### config.mk
export PLATFORM = sky130hd
export DESIGN_NAME = gps_ack_peak
export DESIGN_NICKNAME = d
export VERILOG_FILES = /design/src/rtl/gps_ack_peak.sv
export SDC_FILE = /design/constraint.sdc
export NUM_CORES = 2
export LEC_CHECK = 0
export CORE_UTILIZATION = 60
export DETAILED_ROUTE_END_ITERATION = 16
export PLACE_DENSITY = 0.81
export SYNTH_ARGS = -nofsm -noshare
export SYNTH_HDL_FRONTEND = slang
export SYNTH_SLANG_ARGS = --single-unit
### constraint.sdc
create_clock -name clk -period 35.9 [get_ports clk]
set_input_delay 3.59 -clock clk [delete_from_list [all_inputs] [get_ports clk]]
set_output_delay 3.59 -clock clk [all_outputs]
set_load 0.02 [all_outputs]
### src/rtl/gps_ack_peak.sv
// gps_ack_peak: tracks per-channel correlation energy peaks across a search and
// reports one peak record per channel over valid/ready when the search completes.
module gps_ack_peak #(
    parameter int unsigned NUM_CH = 8,
    parameter int unsigned INT_W  = 14,
    parameter int unsigned THRESH = 1000000
) (
    input  logic                     clk,
    input  logic                     rst,
    input  logic                     search_start,
    input  logic                     corr_complete,
    input  logic                     search_complete,
    input  logic [NUM_CH*6-1:0]      sat,
    input  logic [NUM_CH*INT_W-1:0]  integrator_i,
    input  logic [NUM_CH*INT_W-1:0]  integrator_q,
    input  logic [9:0]               code_phase,
    input  logic [4:0]               code_nco_frac,
    input  logic [15:0]              doppler_omega,
    output logic                     busy,
    output logic [7:0]               drop_cnt,
    output logic                     result_valid,
    input  logic                     result_ready,
    output logic [2:0]               result_ch,
    output logic [5:0]               result_sat,
    output logic [9:0]               result_code_phase,
    output logic [4:0]               result_frac,
    output logic [15:0]              result_doppler,
    output logic [2*INT_W-1:0]       result_mag,
    output logic                     result_detect,
    output logic                     report_done
);
    localparam int unsigned MAG_W  = 2 * INT_W;
    localparam int unsigned SQ_W   = 2 * INT_W - 1;
    localparam int unsigned PROD_W = 2 * INT_W;
    localparam int unsigned CH_W   = 3;
    localparam int unsigned CNT_W  = CH_W + 1;

    localparam logic [1:0] S_IDLE   = 2'd0;
    localparam logic [1:0] S_SCAN   = 2'd1;
    localparam logic [1:0] S_REPORT = 2'd2;

    logic [1:0] state, state_d;
    logic       corr_q, search_q, pending;
    logic       corr_edge, search_edge;
    logic       start_scan, start_report, report_last;
    logic       feed_en, scan_last, accept, ld_en;
    logic [CH_W-1:0] ld_idx, feed_idx;

    // snapshot of the captured correlation set
    logic        [5:0]       snap_sat [NUM_CH];
    logic signed [INT_W-1:0] snap_i   [NUM_CH];
    logic signed [INT_W-1:0] snap_q   [NUM_CH];
    logic [9:0]  snap_cp;
    logic [4:0]  snap_frac;
    logic [15:0] snap_dop;

    // peak table
    logic [MAG_W-1:0] pk_mag  [NUM_CH];
    logic [5:0]       pk_sat  [NUM_CH];
    logic [9:0]       pk_cp   [NUM_CH];
    logic [4:0]       pk_frac [NUM_CH];
    logic [15:0]      pk_dop  [NUM_CH];

    // energy pipeline
    logic [CNT_W-1:0] feed_cnt;
    logic             a_vld, b_vld;
    logic [CH_W-1:0]  a_ch, b_ch;
    logic [SQ_W-1:0]  a_i2, a_q2;
    logic [MAG_W-1:0] b_mag;

    assign corr_edge   = corr_complete & ~corr_q;
    assign search_edge = search_complete & ~search_q;
    assign feed_idx    = feed_cnt[CH_W-1:0];
    assign feed_en     = (state == S_SCAN) && (feed_cnt < CNT_W'(NUM_CH));
    assign scan_last   = (state == S_SCAN) && b_vld && (b_ch == CH_W'(NUM_CH - 1));
    assign accept      = (state == S_REPORT) && result_valid && result_ready;
    assign ld_en       = start_report || (accept && !report_last);
    assign ld_idx      = start_report ? CH_W'(0) : result_ch + CH_W'(1);

    always_ff @(posedge clk or posedge rst) begin
        if (rst) state <= S_IDLE;
        else     state <= state_d;
    end

    // next state; search_start overrides everything, a same-cycle corr edge still scans
    always_comb begin
        state_d      = state;
        start_scan   = 1'b0;
        start_report = 1'b0;
        report_last  = 1'b0;
        if (search_start) begin
            if (corr_edge) begin
                state_d    = S_SCAN;
                start_scan = 1'b1;
            end else begin
                state_d = S_IDLE;
            end
        end else begin
            case (state)
                S_IDLE: begin
                    if (corr_edge) begin
                        state_d    = S_SCAN;
                        start_scan = 1'b1;
                    end else if (search_edge) begin
                        state_d      = S_REPORT;
                        start_report = 1'b1;
                    end
                end
                S_SCAN: begin
                    if (scan_last) begin
                        if (pending || search_edge) begin
                            state_d      = S_REPORT;
                            start_report = 1'b1;
                        end else begin
                            state_d = S_IDLE;
                        end
                    end
                end
                S_REPORT: begin
                    if (accept && (result_ch == CH_W'(NUM_CH - 1))) begin
                        state_d     = S_IDLE;
                        report_last = 1'b1;
                    end
                end
                default: state_d = S_IDLE;
            endcase
        end
    end

    // edge history, pending search and drop counting
    always_ff @(posedge clk or posedge rst) begin
        if (rst) begin
            corr_q   <= 1'b0;
            search_q <= 1'b0;
            pending  <= 1'b0;
            drop_cnt <= 8'd0;
        end else begin
            corr_q   <= corr_complete;
            search_q <= search_complete;
            if (search_start || start_report)         pending <= 1'b0;
            else if (search_edge && state_d == S_SCAN) pending <= 1'b1;
            if (search_start)
                drop_cnt <= 8'd0;
            else if (corr_edge && state != S_IDLE && drop_cnt != 8'hFF)
                drop_cnt <= drop_cnt + 8'd1;
        end
    end

    always_ff @(posedge clk or posedge rst) begin
        if (rst) begin
            for (int c = 0; c < int'(NUM_CH); c++) begin
                snap_sat[c] <= '0;
                snap_i[c]   <= '0;
                snap_q[c]   <= '0;
            end
            snap_cp   <= '0;
            snap_frac <= '0;
            snap_dop  <= '0;
        end else if (start_scan) begin
            for (int c = 0; c < int'(NUM_CH); c++) begin
                snap_sat[c] <= sat[c*6 +: 6];
                snap_i[c]   <= integrator_i[c*INT_W +: INT_W];
                snap_q[c]   <= integrator_q[c*INT_W +: INT_W];
            end
            snap_cp   <= code_phase;
            snap_frac <= code_nco_frac;
            snap_dop  <= doppler_omega;
        end
    end

    // squares fit SQ_W unsigned bits, their sum fits MAG_W without overflow
    always_ff @(posedge clk or posedge rst) begin
        if (rst) begin
            feed_cnt <= '0;
            a_vld    <= 1'b0;
            a_ch     <= '0;
            a_i2     <= '0;
            a_q2     <= '0;
            b_vld    <= 1'b0;
            b_ch     <= '0;
            b_mag    <= '0;
        end else if (start_scan || search_start) begin
            feed_cnt <= '0;
            a_vld    <= 1'b0;
            b_vld    <= 1'b0;
        end else begin
            a_vld <= feed_en;
            if (feed_en) begin
                feed_cnt <= feed_cnt + CNT_W'(1);
                a_ch     <= feed_idx;
                a_i2     <= SQ_W'(PROD_W'(snap_i[feed_idx]) * PROD_W'(snap_i[feed_idx]));
                a_q2     <= SQ_W'(PROD_W'(snap_q[feed_idx]) * PROD_W'(snap_q[feed_idx]));
            end
            b_vld <= a_vld;
            if (a_vld) begin
                b_ch  <= a_ch;
                b_mag <= MAG_W'(a_i2) + MAG_W'(a_q2);
            end
        end
    end

    // strict greater-than keeps the earliest coordinates on ties
    always_ff @(posedge clk or posedge rst) begin
        if (rst) begin
            for (int c = 0; c < int'(NUM_CH); c++) begin
                pk_mag[c]  <= '0;
                pk_sat[c]  <= '0;
                pk_cp[c]   <= '0;
                pk_frac[c] <= '0;
                pk_dop[c]  <= '0;
            end
        end else if (search_start) begin
            for (int c = 0; c < int'(NUM_CH); c++) begin
                pk_mag[c]  <= '0;
                pk_sat[c]  <= '0;
                pk_cp[c]   <= '0;
                pk_frac[c] <= '0;
                pk_dop[c]  <= '0;
            end
        end else if (b_vld && (b_mag > pk_mag[b_ch])) begin
            pk_mag[b_ch]  <= b_mag;
            pk_sat[b_ch]  <= snap_sat[b_ch];
            pk_cp[b_ch]   <= snap_cp;
            pk_frac[b_ch] <= snap_frac;
            pk_dop[b_ch]  <= snap_dop;
        end
    end

    always_ff @(posedge clk or posedge rst) begin
        if (rst) begin
            busy              <= 1'b0;
            result_valid      <= 1'b0;
            report_done       <= 1'b0;
            result_ch         <= '0;
            result_sat        <= '0;
            result_code_phase <= '0;
            result_frac       <= '0;
            result_doppler    <= '0;
            result_mag        <= '0;
            result_detect     <= 1'b0;
        end else begin
            busy         <= (state_d == S_SCAN);
            result_valid <= (state_d == S_REPORT);
            report_done  <= report_last;
            if (ld_en) begin
                result_ch         <= ld_idx;
                result_sat        <= pk_sat[ld_idx];
                result_code_phase <= pk_cp[ld_idx];
                result_frac       <= pk_frac[ld_idx];
                result_doppler    <= pk_dop[ld_idx];
                result_mag        <= pk_mag[ld_idx];
                result_detect     <= (pk_mag[ld_idx] >= MAG_W'(THRESH));
            end
        end
    end

endmodule

After elaboration in Yosys (flattened, before gate mapping)
Index checks and enable logic that the tools add are counted.
{ "totals": {"register_bits": 1002, "inputBits": 309, "output_inout_bits": 80, "elab_cells": 224} }
{ "classes": {"n_addsub": 4, "mul": 2, "order_cmp": 7, "n_eq_ne": 7, "muxes": 81, "n_bitwise": 8, "n_reduce_logical": 25} }
{ "ops": {"columns": ["op", "n"], "rows": [
  ["$mux 224", 2],
  ["$mux 128", 2],
  ["$bwmux 224", 1],
  ["$bmux 28 s3", 2],
  ["$mux 80", 2],
  ["$mux 28", 5],
  ["$bwmux 128", 1],
  ["$mux 48", 2],
  ["$bmux 14 s3", 2],
  ["$demux 28 s3", 1],
  ["$bwmux 80", 1],
  ["$mux 40", 2],
  ["$mux 14", 4],
  ["$mul 14x14->27", 2],
  ["$bmux 16 s3", 1],
  ["$bwmux 48", 1],
  ["$demux 16 s3", 1],
  ["$mux 16", 3],
  ["$bwmux 40", 1],
  ["$bmux 6 s3", 2],
  ["$bmux 10 s3", 1],
  ["$demux 10 s3", 1],
  ["$mux 10", 3],
  ["$mux 6", 5],
  ["33 further kinds", 86]
]} }

Logic depth before layout (Yosys ltp)
{ "depth": {"ltp_word": 13, "ltp_mapped": 31, "depth_no_buf": 28} }

Worst setup path after synthesis
OpenSTA, ideal clock, no wires.
{ "synth_path": {"path_kind": "flip-flop to flip-flop", "start": "register feed_cnt[0]", "end": "register a_q2[25]", "setup_time_ps": 95, "arrival_time_ps": 7880, "t_required_ps": 35805, "slack_ps": 27925, "stages_incl_launch_ff": 28, "n_path_buf": 6, "period_less_slack_ps": 7975, "path_cell_list": "dfrtp_1 buf_2 buf_2 buf_2 buf_2 mux4_2 mux2i_1 clkbuf_1 nor2_1 ha_1 fa_1 inv_1 fa_1 inv_1 fa_1 fa_1 inv_1 fa_1 inv_1 ha_1 clkbuf_1 a21o_1 or3_1 a211oi_1 o31a_1 or4_1 and3_1 o31ai_1"} }
{ "synth_via": {"elab_chain_cells": 5, "elab_cells_between_ends": 8, "classes_between": "1 x mul; 1 x order compare; 3 x mux; 1 x bitwise; 2 x reduce/logical"} }
{ "synth_rtl": {"columns": ["element", "line_no", "source"], "rows": [
  ["start, declared", "65", "logic [CNT_W-1:0] feed_cnt;"],
  ["start signal, assigned", "189", "feed_cnt <= feed_cnt + CNT_W'(1);"],
  ["$not 3->4 (not written as such)", "192", "a_q2 <= SQ_W'(PROD_W'(snap_q[feed_idx]) * PROD_W'(snap_q[feed_idx]));"],
  ["$bmux 14 s3", "192", null],
  ["$mux 14 (not written as such) (2 in a row)", "192", null],
  ["$mul 14x14->27", "192", null],
  ["end signal, assigned", "192", null],
  ["end, declared", "68", "logic [SQ_W-1:0] a_i2, a_q2;"]
]} }
Parallel ways exist; a longest one is shown, timed or not. The select of a mux whose other input is x is not followed.
A chain may end at the register's enable or synchronous reset.

Final worst setup path
Ends and elaborated chain as after synthesis.

==> flow_summary.yaml <==
critical_path:
  worst_ep_required_time_ps: 36500
  worstSetupPathType: "flip-flop to flip-flop"
  critical_path_source_type: "flip-flop"
  critical_path.endpoint_type: "flip-flop"
  crit_fanout: 36
  critPathArrivalTime_ps: 9470
status:
  run_status: "finished, final reports clean"
global_routing:
  antenna_violations_before_repair: 4
  track_usage_pct: 32.6
  global_route.overflow_total: 0
  grt_first_pass_wirelength_um: 260000
  grt_max_degree: 183
  via_count_of_the_first_global_routing_pass: 46100
drt:
  drc: 0
  route.detailed.wl_per_inst_um: 22.9
  num_vias: 44600
  drt-vias-per-instance: 6.22
  drtPass1Iterations: 6
  drt-initial-drc-count: 4669
  antenna_left: 0
  wirelength_um: 164000
synth:
  synth_edf_count: 0
  synthesis.yosys.warnings: 0
  ys.flop_type: "sky130_fd_sc_hd__dfrtp_1"
  synth_top_family_by_area: "multiplexers"
  synth_simple_gate_area_share_pct: 10.0
  mux_cell_area_share_after_synthesis_pct: 17.1
  synth_fp_nets: 6438
  seq_total_area_yosys_pct: 41.7
  syn_area_um2: 60000
  syn-instance-count: 5606
  syn_area_per_cell_um2: 10.7
  synth.distinct_cells: 83
  fraction_of_the_mapped_netlist_area_in_compound_gates_pct: 8.83
  postSynthRegisterBits: 1000
  synthXorXnorAreaFrac_pct: 1.43
  post_synth_fa_ha_maj_area_fraction_pct: 15.2
  synth_async_sr_flop_share_pct: 100
die:
  floorplan.die.width_um: 318
  io_pins: 389
  core-area_um2: 98700
  rows: 115
  design.die.area_um2: 101000
  start_util_pct: 60.8
  vertical_die_dimension_um: 318
layout:
  layout_common_cells: "sky130_fd_sc_hd__dfrtp_1, sky130_fd_sc_hd__nor2_1, sky130_fd_sc_hd__mux2i_1"
  layout_commonest_cell: "sky130_fd_sc_hd__dfrtp_1"
  fillers: 7084
  post-route-cell-area_um2: 68300
  syn_to_final_growth_pct: 13.8
  post_route_cells_drive_above_1_share_pct: 11.9
  layoutNonFillerInstCount: 7169
  nNetsFinal: 6624
clock_network:
  numCtsBuffers: 102
  cts.sinks: 1000
  largest_buffer_count_on_any_clock_path: 3
  tritoncts: "built"
  cts_root_buf: "sky130_fd_sc_hd__clkbuf_16"
  post_cts.repair.setup_buffers: 0
  clk_latency_ps: 710
  cts.reportedPaths.clkPinSlew_ps: 70
  post_cts_resized: 0
  cts_max_level: 3
  postCtsHoldBufs: 0
sta:
  finalCriticalPeriod_ps: 8870
  period_share_pct: 24.7
  finalHoldViolations: 0
  grt_setup_unrepaired: "no"
  finClkSkew_ps: 43.6
  maxSlewHeadroom_pct: 15.5
  timing.fmax_ghz: 0.113
  timing_worst_slew_pin_value_ps: 1270
  number_of_setup_violations_in_the_final_report: 0
  fin_tns_setup_ps: 0
  slew_violations: 0
  timing.hold.ws_ps: 471
min_path:
  hp-class: "flip-flop to flip-flop"
placed_design:
  numPlacedInstances: 6975
  placed_cell_area_um2: 64700
  hpwl_um: 106000
  i_o_buffers: 388
  rd_place_congestion: 0.909
run:
  timing.max_cap.violations: 0
area by class of cell:
cell class              instances  area (µm²)  share of cell area, %
clock inverters                41         518                  0.758
clock buffers                 150        3090                   4.52
inverters                     498        1880                   2.75
flip-flops and latches       1000       25000                   36.6
well taps                    1287        1610                   2.36
diodes                          3        7.51                 0.0110
multi-input cells            3720       31600                   46.3
repair buffers                470        4540                   6.65
logic make-up after synthesis:
family / after synthesis
AND/OR/NAND/NOR: 1436
flip-flops: 1000
multiplexers: 910
buffers and inverters: 886
AO/OA/AOI/OAI: 753
adder cells (fa/ha/maj): 523
XOR/XNOR: 98
sequential cells by signal, summed over array words and instances (netlist names), 6 cells and up:
name               count
pk_mag               224
pk_dop               128
snap_i               112
snap_q               112
pk_cp                 80
pk_sat                48
snap_sat              48
pk_frac               40
b_mag                 28
result_mag            28
a_i2                  26
a_q2                  26
result_doppler        16
snap_dop              16
result_code_phase     10
snap_cp               10
drop_cnt               8
result_sat             6
per-stage QoR:
step	util, %	setup WS [ps]
floorplan	-	4170
global placement	65.5	27340
detailed placement	65.5	27070
CTS	69.2	27010
global route	69.2	26530
finish	69.2	27030
worst max-delay path: stages (launching register included):
cell and delay (ps):
sky130_fd_sc_hd__dfrtp_4 480, sky130_fd_sc_hd__buf_4 610, sky130_fd_sc_hd__mux4_2 590, sky130_fd_sc_hd__mux2i_1 640, sky130_fd_sc_hd__inv_1 420, sky130_fd_sc_hd__nand2_1 230, sky130_fd_sc_hd__inv_1 80, sky130_fd_sc_hd__fa_1 560
sky130_fd_sc_hd__fa_1 450, sky130_fd_sc_hd__fa_1 500, sky130_fd_sc_hd__fa_1 510, sky130_fd_sc_hd__fa_1 490, sky130_fd_sc_hd__inv_1 50, sky130_fd_sc_hd__fa_1 500, sky130_fd_sc_hd__inv_1 40, sky130_fd_sc_hd__ha_1 330
sky130_fd_sc_hd__a2111oi_0 590, sky130_fd_sc_hd__a211oi_1 220, sky130_fd_sc_hd__o221a_2 340, sky130_fd_sc_hd__a211oi_1 330, sky130_fd_sc_hd__o31a_1 240, sky130_fd_sc_hd__o21ai_0 110, sky130_fd_sc_hd__and3_1 190, sky130_fd_sc_hd__o31ai_1 220
cell usage after synthesis, types with 82 or more instances:
library cell                  n  area share [%]
sky130_fd_sc_hd__fa_1       342              11
sky130_fd_sc_hd__a31oi_1     96             1.0
sky130_fd_sc_hd__o21ai_0    150             1.3
sky130_fd_sc_hd__a21oi_1     82            0.68
sky130_fd_sc_hd__inv_1      486             3.0
sky130_fd_sc_hd__nand3_1    109            0.91
sky130_fd_sc_hd__mux2_2     321             6.0
sky130_fd_sc_hd__nor2_1     663             4.1
sky130_fd_sc_hd__ha_1       181             3.8
sky130_fd_sc_hd__a22oi_1     84             1.1
sky130_fd_sc_hd__clkbuf_1   282             1.8
sky130_fd_sc_hd__nand2_1    470             2.9
sky130_fd_sc_hd__mux2i_1    529             8.8
sky130_fd_sc_hd__dfrtp_1   1000              42
final timing paths:
path	endpoint	cells past startpoint	slack [ps]	startpoint
max	a_q2[25]	23	27030	feed_cnt[0]
min	result_mag[13]	2	470	result_mag[13]
max reg2reg	a_q2[25]	23	27030	feed_cnt[0]
min reg2reg	result_mag[13]	2	470	result_mag[13]
max in group asynchronous	drop_cnt[2]	5	29230	rst
min in group asynchronous	pk_mag[95]	2	3510	rst
layer usage:
metal  wire length [µm]  vias to the layer above  track usage, %  part of all wire, %
met5                 29                        -               0                0.018
met1              64000                    22400            42.5                   39
li1                   -                    19400               -                    -
met2              78500                     2302            53.4                   48
met3              15400                      433            7.55                  9.4
met4               6390                        4            12.0                  3.9
Power is not shown: default switching activity piles up to over one toggle a cycle in this logic, so the estimate is an artifact.
